`config.mk`:
```
export PLATFORM = sky130hd
export DESIGN_NAME = ov7670_capture_fb_flat
export DESIGN_NICKNAME = d
export VERILOG_FILES = /design/src/rtl/ov7670_capture_fb_if.sv /design/src/rtl/ov7670_capture_fb.sv /design/src/flat_wrapper.sv
export SDC_FILE = /design/constraint.sdc
export NUM_CORES = 1
export LEC_CHECK = 0
export CAP_MARGIN = 10
export CELL_PAD_IN_SITES_DETAIL_PLACEMENT = 1
export CELL_PAD_IN_SITES_GLOBAL_PLACEMENT = 2
export CORE_UTILIZATION = 38
export CTS_BUF_LIST = sky130_fd_sc_hd__clkbuf_4
export DETAILED_ROUTE_END_ITERATION = 10
export MAX_ROUTING_LAYER = met4
export PLACE_DENSITY_LB_ADDON = 0.1
export SYNTH_ARGS = -nofsm -noshare
export SYNTH_HDL_FRONTEND = slang
export SYNTH_SLANG_ARGS = --single-unit
```
`constraint.sdc`:
```
create_clock -name clk27 -period 2.4 [get_ports clk27]
set_clock_uncertainty 0.05 [all_clocks]
set_input_delay 0.36 -clock clk27 [delete_from_list [all_inputs] [get_ports clk27]]
set_output_delay 0.36 -clock clk27 [all_outputs]
set_load 0.01 [all_outputs]
```
`src/rtl/ov7670_capture_fb_if.sv`:
```
// Camera byte-stream inputs and frame-buffer write/status outputs of the OV7670 capture stage.
interface ov7670_capture_fb_if;
    logic        cam_pclk;
    logic        cam_vsync;
    logic        cam_href;
    logic [7:0]  cam_data;
    logic        wr_en;
    logic [18:0] wr_addr;
    logic [8:0]  wr_data;
    logic        frame_done;
    logic        overflow;

    modport master (
        input  cam_pclk, cam_vsync, cam_href, cam_data,
        output wr_en, wr_addr, wr_data, frame_done, overflow
    );

    modport slave (
        output cam_pclk, cam_vsync, cam_href, cam_data,
        input  wr_en, wr_addr, wr_data, frame_done, overflow
    );
endinterface

```
`src/rtl/ov7670_capture_fb.sv`:
```
// OV7670 RGB565 byte-stream capture into a row-major RGB333 frame buffer, all in the clk27 domain.
// Define CAPTURE_COLORBAR_EN to replace camera pixels with eight vertical test bars.
module ov7670_capture_fb #(
    parameter int H_ACTIVE    = 640,
    parameter int V_ACTIVE    = 480,
    parameter int SYNC_STAGES = 2
) (
    input  logic                clk27,
    input  logic                reset,
    ov7670_capture_fb_if.master bus
);
    localparam int COL_W = $clog2(H_ACTIVE + 1);
    localparam int ROW_W = $clog2(V_ACTIVE + 1);
    localparam logic [COL_W-1:0] COL_MAX   = COL_W'(H_ACTIVE);
    localparam logic [ROW_W-1:0] ROW_MAX   = ROW_W'(V_ACTIVE);
    localparam logic [18:0]      LINE_STEP = 19'(H_ACTIVE);

    typedef enum logic [1:0] {
        ST_IDLE   = 2'd0,
        ST_ARMED  = 2'd1,
        ST_ACTIVE = 2'd2
    } state_e;

`ifdef CAPTURE_COLORBAR_EN
    localparam int BAR_W = H_ACTIVE / 8;

    function automatic logic [8:0] bar_pixel(input logic [COL_W-1:0] col);
        logic [COL_W-1:0] bar;
        bar = col / COL_W'(BAR_W);
        return {{3{bar[2]}}, {3{bar[1]}}, {3{bar[0]}}};
    endfunction
`endif

    logic [SYNC_STAGES-1:0] pclk_sync_q;
    logic [SYNC_STAGES-1:0] vsync_sync_q;
    logic [SYNC_STAGES-1:0] href_sync_q;
    logic [7:0]             data_sync_q [SYNC_STAGES];

    // Camera inputs pass through SYNC_STAGES flops each
    always_ff @(posedge clk27) begin
        if (reset) begin
            pclk_sync_q  <= {SYNC_STAGES{1'b0}};
            vsync_sync_q <= {SYNC_STAGES{1'b0}};
            href_sync_q  <= {SYNC_STAGES{1'b0}};
            for (int i = 0; i < SYNC_STAGES; i++) begin
                data_sync_q[i] <= 8'h00;
            end
        end else begin
            pclk_sync_q    <= {pclk_sync_q[SYNC_STAGES-2:0], bus.cam_pclk};
            vsync_sync_q   <= {vsync_sync_q[SYNC_STAGES-2:0], bus.cam_vsync};
            href_sync_q    <= {href_sync_q[SYNC_STAGES-2:0], bus.cam_href};
            data_sync_q[0] <= bus.cam_data;
            for (int i = 1; i < SYNC_STAGES; i++) begin
                data_sync_q[i] <= data_sync_q[i-1];
            end
        end
    end

    logic       pclk_d1_q, vsync_d1_q, href_d1_q;
    logic       pclk_rise_q, vsync_rise_q, href_fall_q;
    logic [7:0] byte_q;

    // Edge events are registered together with the levels and byte they belong to
    always_ff @(posedge clk27) begin
        if (reset) begin
            pclk_d1_q    <= 1'b0;
            vsync_d1_q   <= 1'b0;
            href_d1_q    <= 1'b0;
            pclk_rise_q  <= 1'b0;
            vsync_rise_q <= 1'b0;
            href_fall_q  <= 1'b0;
            byte_q       <= 8'h00;
        end else begin
            pclk_d1_q    <= pclk_sync_q[SYNC_STAGES-1];
            vsync_d1_q   <= vsync_sync_q[SYNC_STAGES-1];
            href_d1_q    <= href_sync_q[SYNC_STAGES-1];
            pclk_rise_q  <= pclk_sync_q[SYNC_STAGES-1] & ~pclk_d1_q;
            vsync_rise_q <= vsync_sync_q[SYNC_STAGES-1] & ~vsync_d1_q;
            href_fall_q  <= ~href_sync_q[SYNC_STAGES-1] & href_d1_q;
            byte_q       <= data_sync_q[SYNC_STAGES-1];
        end
    end

    state_e           state_q, state_d;
    logic [COL_W-1:0] col_q, col_d;
    logic [ROW_W-1:0] row_q, row_d;
    logic [18:0]      row_base_q, row_base_d;
    logic             phase_q, phase_d;
    logic [5:0]       hi_q, hi_d;
    logic             pix_vld_q, pix_vld_d;
    logic [18:0]      pix_addr_q, pix_addr_d;
    logic [8:0]       pix_data_q, pix_data_d;
    logic             done_q, done_d;
    logic             ovf_q, ovf_d;

    // Capture FSM state and pixel pipeline registers
    always_ff @(posedge clk27) begin
        if (reset) begin
            state_q    <= ST_IDLE;
            col_q      <= {COL_W{1'b0}};
            row_q      <= {ROW_W{1'b0}};
            row_base_q <= 19'd0;
            phase_q    <= 1'b0;
            hi_q       <= 6'd0;
            pix_vld_q  <= 1'b0;
            pix_addr_q <= 19'd0;
            pix_data_q <= 9'd0;
            done_q     <= 1'b0;
            ovf_q      <= 1'b0;
        end else begin
            state_q    <= state_d;
            col_q      <= col_d;
            row_q      <= row_d;
            row_base_q <= row_base_d;
            phase_q    <= phase_d;
            hi_q       <= hi_d;
            pix_vld_q  <= pix_vld_d;
            pix_addr_q <= pix_addr_d;
            pix_data_q <= pix_data_d;
            done_q     <= done_d;
            ovf_q      <= ovf_d;
        end
    end

    // Next state, line/column bookkeeping and pixel assembly
    always_comb begin
        state_d    = state_q;
        col_d      = col_q;
        row_d      = row_q;
        row_base_d = row_base_q;
        phase_d    = phase_q;
        hi_d       = hi_q;
        pix_vld_d  = 1'b0;
        pix_addr_d = pix_addr_q;
        pix_data_d = pix_data_q;
        done_d     = 1'b0;
        ovf_d      = 1'b0;
        case (state_q)
            ST_IDLE: begin
                if (vsync_rise_q) begin
                    state_d = ST_ARMED;
                end else begin
                    state_d = ST_IDLE;
                end
            end
            ST_ARMED: begin
                col_d      = {COL_W{1'b0}};
                row_d      = {ROW_W{1'b0}};
                row_base_d = 19'd0;
                phase_d    = 1'b0;
                if (!vsync_d1_q) begin
                    state_d = ST_ACTIVE;
                end else begin
                    state_d = ST_ARMED;
                end
            end
            ST_ACTIVE: begin
                if (vsync_rise_q) begin
                    done_d  = 1'b1;
                    state_d = ST_ARMED;
                end else if (href_fall_q) begin
                    // A pending odd byte is dropped; row and row_base stop at the frame end
                    phase_d = 1'b0;
                    col_d   = {COL_W{1'b0}};
                    if (row_q < ROW_MAX) begin
                        row_d      = row_q + ROW_W'(1);
                        row_base_d = row_base_q + LINE_STEP;
                    end else begin
                        row_d      = row_q;
                        row_base_d = row_base_q;
                    end
                end else if (pclk_rise_q && href_d1_q) begin
                    phase_d = ~phase_q;
                    if (!phase_q) begin
                        hi_d = {byte_q[7:5], byte_q[2:0]};
                    end else if ((col_q < COL_MAX) && (row_q < ROW_MAX)) begin
                        pix_vld_d  = 1'b1;
                        pix_addr_d = row_base_q + 19'(col_q);
`ifdef CAPTURE_COLORBAR_EN
                        pix_data_d = bar_pixel(col_q);
`else
                        pix_data_d = {hi_q, byte_q[4:2]};
`endif
                        col_d      = col_q + COL_W'(1);
                    end else begin
                        ovf_d = 1'b1;
                    end
                end else begin
                    state_d = ST_ACTIVE;
                end
            end
            default: begin
                state_d = ST_IDLE;
            end
        endcase
    end

    logic        wr_en_q;
    logic [18:0] wr_addr_q;
    logic [8:0]  wr_data_q;
    logic        frame_done_q;
    logic        overflow_q;

    // Output registers; address and data hold between writes
    always_ff @(posedge clk27) begin
        if (reset) begin
            wr_en_q      <= 1'b0;
            wr_addr_q    <= 19'd0;
            wr_data_q    <= 9'd0;
            frame_done_q <= 1'b0;
            overflow_q   <= 1'b0;
        end else begin
            wr_en_q      <= pix_vld_q;
            frame_done_q <= done_q;
            overflow_q   <= overflow_q | ovf_q;
            if (pix_vld_q) begin
                wr_addr_q <= pix_addr_q;
                wr_data_q <= pix_data_q;
            end else begin
                wr_addr_q <= wr_addr_q;
                wr_data_q <= wr_data_q;
            end
        end
    end

    assign bus.wr_en      = wr_en_q;
    assign bus.wr_addr    = wr_addr_q;
    assign bus.wr_data    = wr_data_q;
    assign bus.frame_done = frame_done_q;
    assign bus.overflow   = overflow_q;
endmodule

```
`src/flat_wrapper.sv`:
```
// flat-port wrapper written by rule: the top's interface ports become plain ports
module ov7670_capture_fb_flat 
#(
    parameter int H_ACTIVE    = 640,
    parameter int V_ACTIVE    = 480,
    parameter int SYNC_STAGES = 2
)
  (clk27, reset, bus_cam_pclk, bus_cam_vsync, bus_cam_href, bus_cam_data, bus_wr_en, bus_wr_addr, bus_wr_data, bus_frame_done, bus_overflow);
  ov7670_capture_fb_if bus_i ();
  input  logic clk27;
  input  logic reset;
  input wire logic [$bits(bus_i.cam_pclk)-1:0] bus_cam_pclk;
  input wire logic [$bits(bus_i.cam_vsync)-1:0] bus_cam_vsync;
  input wire logic [$bits(bus_i.cam_href)-1:0] bus_cam_href;
  input wire logic [$bits(bus_i.cam_data)-1:0] bus_cam_data;
  output wire logic [$bits(bus_i.wr_en)-1:0] bus_wr_en;
  output wire logic [$bits(bus_i.wr_addr)-1:0] bus_wr_addr;
  output wire logic [$bits(bus_i.wr_data)-1:0] bus_wr_data;
  output wire logic [$bits(bus_i.frame_done)-1:0] bus_frame_done;
  output wire logic [$bits(bus_i.overflow)-1:0] bus_overflow;
  assign bus_i.cam_pclk = bus_cam_pclk;
  assign bus_i.cam_vsync = bus_cam_vsync;
  assign bus_i.cam_href = bus_cam_href;
  assign bus_i.cam_data = bus_cam_data;
  assign bus_wr_en = bus_i.wr_en;
  assign bus_wr_addr = bus_i.wr_addr;
  assign bus_wr_data = bus_i.wr_data;
  assign bus_frame_done = bus_i.frame_done;
  assign bus_overflow = bus_i.overflow;
  ov7670_capture_fb #(.H_ACTIVE(H_ACTIVE), .V_ACTIVE(V_ACTIVE), .SYNC_STAGES(SYNC_STAGES)) u_core (.clk27(clk27), .reset(reset), .bus(bus_i));
endmodule
```
=== After elaboration in Yosys (flattened, before gate mapping) ===
Memories as Yosys holds them, arrays and structs flattened. A register that Yosys moved wholly into a read port is not among the register bits.
Cells that the tools add are included.

* Memories: 1
* Output and inout bits: 31
* Register bits: 121
* Memory bits (writable): 16
* Logic and storage cells: 100
* Bits of input ports: 13
* Bits in read-only memories: 0
* Bits in latches: 0

{| class="wikitable"
|+ Memories
! name !! depth !! bits a word !! read ports !! clocked after memory_dff !! wr ports !! line !! text
|-
| u_core.data_sync_q || 2 || 8 || 2 || 1 || 2 || ov7670_capture_fb.sv:37 || <nowiki>logic [7:0] data_sync_q [SYNC_STAGES];</nowiki>
|}

* Add/sub/neg operators: 4
* Shift-type cells: 0
* Bitwise logic cells: 14
* $mul: 0
* Muxes and demuxes: 32
* Equality and inequality tests: 10
* Reductions and logical operators: 12
* Order comparisons: 2
* Div/mod/pow operators: 0

{| class="wikitable"
|+ Operator list
! cell !! number
|-
| $mux W19 || 3
|-
| $mux W10 || 5
|-
| $pmux W19 S2 || 1
|-
| $mux W9 || 3
|-
| $pmux W10 S2 || 1
|-
| $add A19 B10 Y19 || 1
|-
| $add A19 B10 Y19 const B || 1
|-
| $pmux W9 S2 || 1
|-
| $mux W8 || 2
|-
| $add A10 B1 Y10 const B || 1
|-
| $lt A10 B10 Y1 const B || 1
|-
| $mux W1 || 10
|-
| $reduce_and A5 Y1 || 2
|-
| $add A9 B1 Y9 const B || 1
|-
| $lt A9 B9 Y1 const B || 1
|-
| $ne A3 B1 Y1 const B || 3
|-
| $mux W2 || 4
|-
| $not A1 Y1 || 8
|-
| $ne A3 B2 Y1 const B || 2
|-
| $pmux W2 S3 || 1
|-
| $reduce_and A6 Y1 || 1
|-
| $reduce_or A6 Y1 || 1
|-
| $ne A2 B1 Y1 const B || 2
|-
| $reduce_and A4 Y1 || 1
|-
| other kinds (12) || 17
|}

=== Depth between registers and ports, before layout ===
Gate-level depths: netlist of the first run.

* Depth after elaboration: 8
* Mapped depth: 9

=== Worst setup path after synthesis of the first run ===
OpenSTA, ideal clock, no wires.

* Path kind: register -> register
* Start point: register u_core.state_q[0]
* End point: register u_core.row_base_q[14]
* Data arrival time: 1.857 ns
* Setup slack: 0.423 ns
* Buffers on the path: 1
* Cell stages (with the launch flop): 8
* Period minus slack after synthesis: 1.977 ns
* Path through: dfxtp_1 inv_1 ha_1 buf_2 and2b_1 a31oi_4 or4_2 a21oi_1

* Word-level cells in the longest chain between the ends: 3
* Elaborated cells on any way between the ends: 8
* Classes of those cells: eq/ne (5); mux (1); reduce/logical (2)

{| class="wikitable"
|+ RTL lines
! element !! line !! text
|-
| start: declaration || ov7670_capture_fb.sv:84 || <nowiki>state_e state_q, state_d;</nowiki>
|-
| start signal: assignment || ov7670_capture_fb.sv:111 || <nowiki>state_q <= state_d;</nowiki>
|-
| $eq A2 B2 Y1 or $eq A2 B1 Y1 (tied branches) || ov7670_capture_fb.sv:138 || <nowiki>case (state_q)</nowiki>
|-
| $ne A2 B1 Y1 (no source line), or another cell as far along || - ||
|-
| $reduce_and A4 Y1 (no source line) || - ||
|-
| end signal: assignment || ov7670_capture_fb.sv:114 || <nowiki>row_base_q <= row_base_d;</nowiki>
|-
| end: declaration || ov7670_capture_fb.sv:87 || <nowiki>logic [18:0] row_base_q, row_base_d;</nowiki>
|}

Parallel ways exist; a longest one is shown, timed or not.
A chain may end at the register's enable or synchronous reset.

=== Final worst setup path of the first run ===
* Start point: register u_core.state_q[0]
* End point: register u_core.row_q[5]

* Word-level cells in the longest chain between the ends: 3
* Elaborated cells on any way between the ends: 8
* Classes of those cells: eq/ne (5); mux (1); reduce/logical (2)

{| class="wikitable"
|+ RTL lines
! element !! line !! text
|-
| $eq A2 B2 Y1 or $eq A2 B1 Y1 (tied branches) || ov7670_capture_fb.sv:138 ||
|-
| $ne A2 B1 Y1 (no source line), or another cell as far along || - ||
|-
| $reduce_and A4 Y1 (no source line) || - ||
|-
| end signal: assignment || ov7670_capture_fb.sv:101 || <nowiki>row_q <= {ROW_W{1'b0}};</nowiki>
|-
| end signal: assignment || ov7670_capture_fb.sv:113 || <nowiki>row_q <= row_d;</nowiki>
|-
| end: declaration || ov7670_capture_fb.sv:86 || <nowiki>logic [ROW_W-1:0] row_q, row_d;</nowiki>
|}

Parallel ways exist; a longest one is shown, timed or not.

==> metrics.txt, run 1 <==
half-perimeter wire length after placement 8140 um; CTS H-Tree Depth 4; type of the most critical hold path in -> reg; largest net degree at the start of global routing 49; synth unique cells 56; relative slew slack 61.9%; top achievable clock speed 454 MHz; first-pass GRT wire length 19800 um; Worst-Margin Slew 0.571 ns; PD cells 619 nW/um^2; layout cell share with drive strength beyond 1 10.0%; clk buf depth 2; ant diodes 0; Tmin final 2.20 ns; Syn Area/Cell 9.40 um^2; leakage power 2.09 nW; status completed; CTS buffer count 17; die width 121 um; Pins Over Slew Limit 0; #FFs+latches synth 138; # IOs 44; worst r2r path cells 7; TritonCTS clock tree yes; simple-gate share of the synthesized area 19.8%; Final Hold Viols 0; Nets 639; DR WL/cell 14.7 um; effective utilization at floorplan 38.9%; TritonRoute pass-1 iters 4; Syn Nets 596; Power, Total 0.00390 W; Clock transition at path regs 0.11 ns; DP Worst Slack 0.222 ns; Routed WL 11900 um; post-synthesis cell count 573; IO Port Bufs 43; Final Cycle Share 91.7%; initial antenna violation count 0; maxcap violations 0; worst setup margin 0.199 ns; adder-cell share of the synthesized area 2.32%; Post-DRT Antenna Nets 0; die area 14700 um^2; kind of critical path reg -> reg; Root Buffer clkbuf_4; Critical Path Source Type flip-flop; critical path endpoint category flip-flop; Final Util 45.6%; ys flop type dfxtp_1; Cell Area, Synth 5390 um^2; YS warnings 0; Synth Area in XOR/XNOR 0.651%; RSZ-0062 raised after global routing false; peak supply drop 266 uV; total gr overflow 0; vias in the first global route 4039; Total GRT Usage 17.8%; Seq/Total Area, Yosys 51.3%; Skew-Pair Late Insertion Delay 0.55 ns; Worst EP arrival 2.63 ns; vias per cell 5.22; # DRC 0; largest family of logic cells by synthesized area simple AND/OR/NAND/NOR gates; DR iter-0 viols 177; Post-synth EDFFs 0; Vias 4222; Finish-stage setup viols 0; worst hold stages 2; Post-synth ARST share 0%; Die Ht 121 um; clk sinks 138; Max Fanout on Critical Path 21; total negative slack 0 ns; mux share of post-synthesis cell area 5.76%; P&R area growth vs syn 17.1%; core area 13800 um^2; Synth Area in Compound Gates 16.8%; Rows 43; routability congestion estimate 0.758; Worst Path Required 2.83 ns
[what timing repair did]
action                                  in CTS  in global routing
hold buffers                                 0                  0
buffers inserted                             0                  0
resized for setup                            0                  3
endpoints found under the setup margin       0                  1
[report_power, final]
group | switching, W | total [W] | internal (W)
clock network | 0.000838 | 0.00147 | 0.000630
registers | 0.00000960 | 0.00232 | 0.00231
logic | 0.0000626 | 0.000109 | 0.0000468
total | 0.000910 | 0.00390 | 0.00299
[critical path: stages, from the launching register on]
cell	delay [ns]
dfxtp_1	0.39
inv_1	0.08
ha_1	0.26
and2b_1	0.31
a31oi_4	0.13
buf_4	0.24
or4_1	0.49
a21oi_1	0.16
[final cells by class]
class | instances | area [um^2]
Tap cell | 180 | 225
Timing Repair Buffer | 61 | 563
Clock buffer | 19 | 143
Fill cell | 1597 | 7520
Clock inverter | 13 | 126
Inverter | 8 | 30.0
Sequential cell | 138 | 2760
Multi-Input combinational cell | 390 | 2450
[synth_stat cells (4+ instances only)]
library cell | instances | area [um^2]
buf_2 | 9 | 45.0
nor2_1 | 40 | 150
inv_1 | 8 | 30.0
mux2i_1 | 31 | 310
nor3_1 | 7 | 35.0
o31ai_1 | 9 | 67.6
dfxtp_1 | 138 | 2760
a21oi_1 | 60 | 300
a311oi_1 | 4 | 35.0
nand3_1 | 31 | 155
or4_1 | 8 | 60.1
or3_1 | 15 | 93.8
clkbuf_1 | 23 | 86.3
a21boi_0 | 6 | 45.0
ha_1 | 10 | 125
nor2b_1 | 38 | 238
and3_1 | 5 | 31.3
o21ai_0 | 43 | 215
a211oi_1 | 5 | 37.5
nand2_1 | 24 | 90.1
[flip-flops by register name, summed over array words and instances, names as in the netlist, 9 cells and up]
signal              cells
u_core.bus.wr_data      9
u_core.pix_addr_q      19
u_core.col_q           10
u_core.row_q            9
u_core.row_base_q      12
u_core.bus.wr_addr     19
u_core.data_sync_q     16
u_core.pix_data_q       9
[kinds of logic after synthesis]
| logic type | after synthesis |
|---|---|
| buffers and inverters | 45 |
| AND/OR/NAND/NOR | 194 |
| AO/OA/AOI/OAI | 151 |
| multiplexers | 31 |
| adder cells (fa/ha/maj) | 10 |
| XOR/XNOR | 4 |
| flip-flops | 138 |
[routing by layer]
metal	track usage, %	part of all wire (%)	vias to the layer above
met1	23.4	51	2012
met2	26.2	44	62
met4	7.64	1.7	0
met5	-	0	-
met3	4.09	3.0	17
li1	-	-	2131
[stage by stage]
| step | hold slack, ns | instances | instance area, um^2 |
|---|---|---|---|
| floorplan | 0.317 | 573 | 5390 |
| global placement | 0.324 | 777 | 6020 |
| detailed placement | 0.329 | 777 | 6020 |
| CTS | 0.157 | 809 | 6290 |
| global route | 0.171 | 809 | 6300 |
| finish | 0.181 | 809 | 6300 |
[placed cells by master (no fill, tap or decap), types with 3 or more instances in the layout]
cell type        Yosys  routed
dfxtp_1            138     138
a21oi_1             60      60
o21ai_0             43      43
clkdlybuf4s50_1      0      42
nor2_1              40      40
nor2b_1             38      38
nand3_1             31      31
mux2i_1             31      31
nand2_1             24      24
clkbuf_4             0      19
buf_4                0      19
or3_1               15      15
ha_1                10      10
o31ai_1              9       9
inv_1                8       8
or4_1                8       8
nor3_1               7       7
and3_1               5       5
a21boi_0             6       5
a211oi_1             5       5
a311oi_1             4       4
nand2b_1             3       3
o21ai_1              3       3
o211ai_1             3       3
o21a_1               3       3
nand4_1              3       3
clkinvlp_4           0       3
clkinv_2             0       3
clkinv_1             0       3
[worst paths after layout]
| path | from | end | slack [ns] |
|---|---|---|---|
| worst max-delay path | u_core.state_q[0] | u_core.row_q[5] | 0.20 |
| worst min-delay path | reset | u_core.state_q[0] | 0.18 |
| worst max register to register | u_core.state_q[0] | u_core.row_q[5] | 0.20 |
| worst min register to register | u_core.pclk_d1_q | u_core.pclk_rise_q | 0.34 |
(Power assumes the default switching activity.)
==> inputs of run 2 (changes only) <==
--- a/config.mk
+++ b/config.mk
@@ -8,6 +8,7 @@
 export CAP_MARGIN = 10
 export CELL_PAD_IN_SITES_DETAIL_PLACEMENT = 1
 export CELL_PAD_IN_SITES_GLOBAL_PLACEMENT = 2
+export CORE_ASPECT_RATIO = 0.7
 export CORE_UTILIZATION = 38
 export CTS_BUF_LIST = sky130_fd_sc_hd__clkbuf_4
 export DETAILED_ROUTE_END_ITERATION = 10
==> metrics.txt, run 2 (synthesis results as in run 1) <==
switching power 0.00104 W (was 0.000910 W); DR WL/cell 15.2 um (was 14.7 um); CTS H-Tree Depth 4 (unchanged); first-pass GRT wire length 20900 um (was 19800 um); TritonCTS clock tree yes (unchanged); Total GRT Usage 19.0% (was 17.8%); largest net degree at the start of global routing 56 (was 49); worst r2r path cells 7 (unchanged); total negative slack 0 ns (unchanged); status completed (unchanged); routability congestion estimate 0.741 (was 0.758); Clock transition at path regs 0.14 ns (was 0.11 ns); P&R area growth vs syn 16.8% (was 17.1%); Final Hold Viols 0 (unchanged); clk buf depth 2 (unchanged); CTS buffer count 17 (unchanged); Root Buffer clkbuf_4 (unchanged); Worst EP arrival 2.62 ns (was 2.63 ns); initial antenna violation count 0 (unchanged); Tmin final 2.20 ns (about the same); Worst Path Required 2.82 ns (was 2.83 ns); relative slew slack 64.2% (was 61.9%); clock power share 36.6% (was 37.6%); half-perimeter wire length after placement 8480 um (was 8140 um); Routed WL 12300 um (was 11900 um); peak supply drop 323 uV (was 266 uV); ant diodes 0 (unchanged); Nets 636 (was 639); maxcap violations 0 (unchanged); PD cells 611 nW/um^2 (was 619 nW/um^2); TritonRoute pass-1 iters 4 (unchanged); top achievable clock speed 454 MHz (about the same); commonest non-fill, non-tap cells in the layout dfxtp_1, a21oi_1, o21ai_0 (unchanged); Critical Path Source Type flip-flop (unchanged); IO Port Bufs 43 (unchanged); Rows 35 (was 43); die area 14700 um^2 (about the same); effective utilization at floorplan 39.9% (was 38.9%); core area 13500 um^2 (was 13800 um^2); multi-input logic area 2440 um^2 (was 2450 um^2); clk sinks 138 (unchanged); sequential share of power 60.5% (was 59.6%); Vias 4201 (was 4222); Die Ht 102 um (was 121 um); FF/Latch Area 2760 um^2 (unchanged); worst hold stages 2 (unchanged); Hold Path End u_core.data_sync_q[0][2] (was u_core.state_q[0]); Max Fanout on Critical Path 17 (was 21); Finish-stage setup viols 0 (unchanged); Final Cycle Share 91.7% (about the same); layout cell share with drive strength beyond 1 10.2% (was 10.0%); Skew-Pair Late Insertion Delay 0.53 ns (was 0.55 ns); P_int 0.00281 W (was 0.00299 W); final std cells w/o fill 811 (was 809); vias in the first global route 4134 (was 4039); Pins Over Slew Limit 0 (unchanged); combinational share of power 2.9% (was 2.8%); # DRC 0 (unchanged); fillers 1572 (was 1597); critical path endpoint category flip-flop (unchanged); leakage power 2.07 nW (was 2.09 nW); Placed Cells 779 (was 777); total gr overflow 0 (unchanged); Post-CTS Hold Buffers 0 (unchanged); WHS 0.160 ns (was 0.181 ns); RSZ-0062 raised after global routing false (unchanged); reg-to-reg endpoint u_core.row_q[7] (was u_core.row_q[5]); Worst-Margin Slew 0.534 ns (was 0.571 ns); # IOs 44 (unchanged); DR iter-0 viols 150 (was 177); min-delay src reset (unchanged); vias per cell 5.18 (was 5.22); r2r setup slk 0.20 ns (about the same); most common cell after layout, fill and taps aside dfxtp_1 (unchanged); kind of critical path reg -> reg (unchanged); reg2reg start u_core.state_q[0] (unchanged); Switching Fraction 27.0% (was 23.3%); die width 144 um (was 121 um); type of the most critical hold path in -> reg (unchanged); Post-DRT Antenna Nets 0 (unchanged)
-- run 2: cell types whose count changed in the layout (fill, tap and decap cells not counted), sizes merged --
cell	change
clkbuf	-2
buf	-3
bufinv	-2
clkinv	-2
inv	+6
-- run 2: power groups by stage --
stage | sequential, W | combinational, W | clock (W)
2_1_floorplan | 0.00237 | 0.0000691 | 0
3_3_place_gp | 0.00238 | 0.000110 | 0
3_5_place_dp | 0.00238 | 0.000113 | 0
4_1_cts | 0.00233 | 0.000113 | 0.00147
5_1_grt | 0.00233 | 0.000124 | 0.00156
6_report | 0.00232 | 0.000111 | 0.00141
-- run 2: critical path, cell delays in order (launching register included) --
cell,delay (ns)
dfxtp_1,0.36
inv_1,0.11
ha_2,0.29
and2b_1,0.22
a31oi_4,0.23
buf_12,0.23
or4_1,0.50
a21oi_1,0.15
-- run 2: worst max path at each step --
stage                            startpoint               endpoint  slack (ns)
after floorplan           u_core.state_q[0]  u_core.row_base_q[14]        0.42
after global placement    u_core.state_q[0]        u_core.row_q[7]        0.23
after detailed placement  u_core.state_q[0]        u_core.row_q[5]        0.14
after CTS                 u_core.state_q[0]        u_core.row_q[5]        0.10
after global routing      u_core.state_q[0]        u_core.row_q[7]        0.08
final                     u_core.state_q[0]        u_core.row_q[7]        0.20
-- run 2: per-stage QoR --
| step | util [%] | worst slack, ns | cell area, um^2 | power (W) |
|---|---|---|---|---|
| 5_1_grt | 46.6 | 0.0778 | 6290 | 0.00401 |
| 6_report | 46.6 | 0.199 | 6290 | 0.00384 |
| 3_5_place_dp | 44.7 | 0.143 | 6030 | 0.00249 |
| 2_1_floorplan | - | 0.423 | 5390 | 0.00244 |
| 3_3_place_gp | 44.7 | 0.230 | 6030 | 0.00249 |
| 4_1_cts | 46.6 | 0.105 | 6280 | 0.00391 |
-- run 2: final cells by class --
type,count,share of cell area [%]
timing repair buffer,58,8.99
sequential,138,43.9
clock inverter,15,2.03
multi-input combinational,390,38.9
inverter,8,0.478
tap,185,3.68
clock buffer,17,2.03
-- run 2: what timing repair did --
action / CTS / global route
endpoints found under the hold margin: 0 / 0
resized for setup: 0 / 2
buffers inserted: 0 / 0
endpoints found under the setup margin: 0 / 1
-- run 2: routing by layer --
| layer | wire (um) | track usage, % |
|---|---|---|
| met1 | 6670 | 26.3 |
| met2 | 5210 | 27.3 |
| met3 | 367 | 3.83 |
| met4 | 99 | 6.40 |
| met5 | 0 | - |
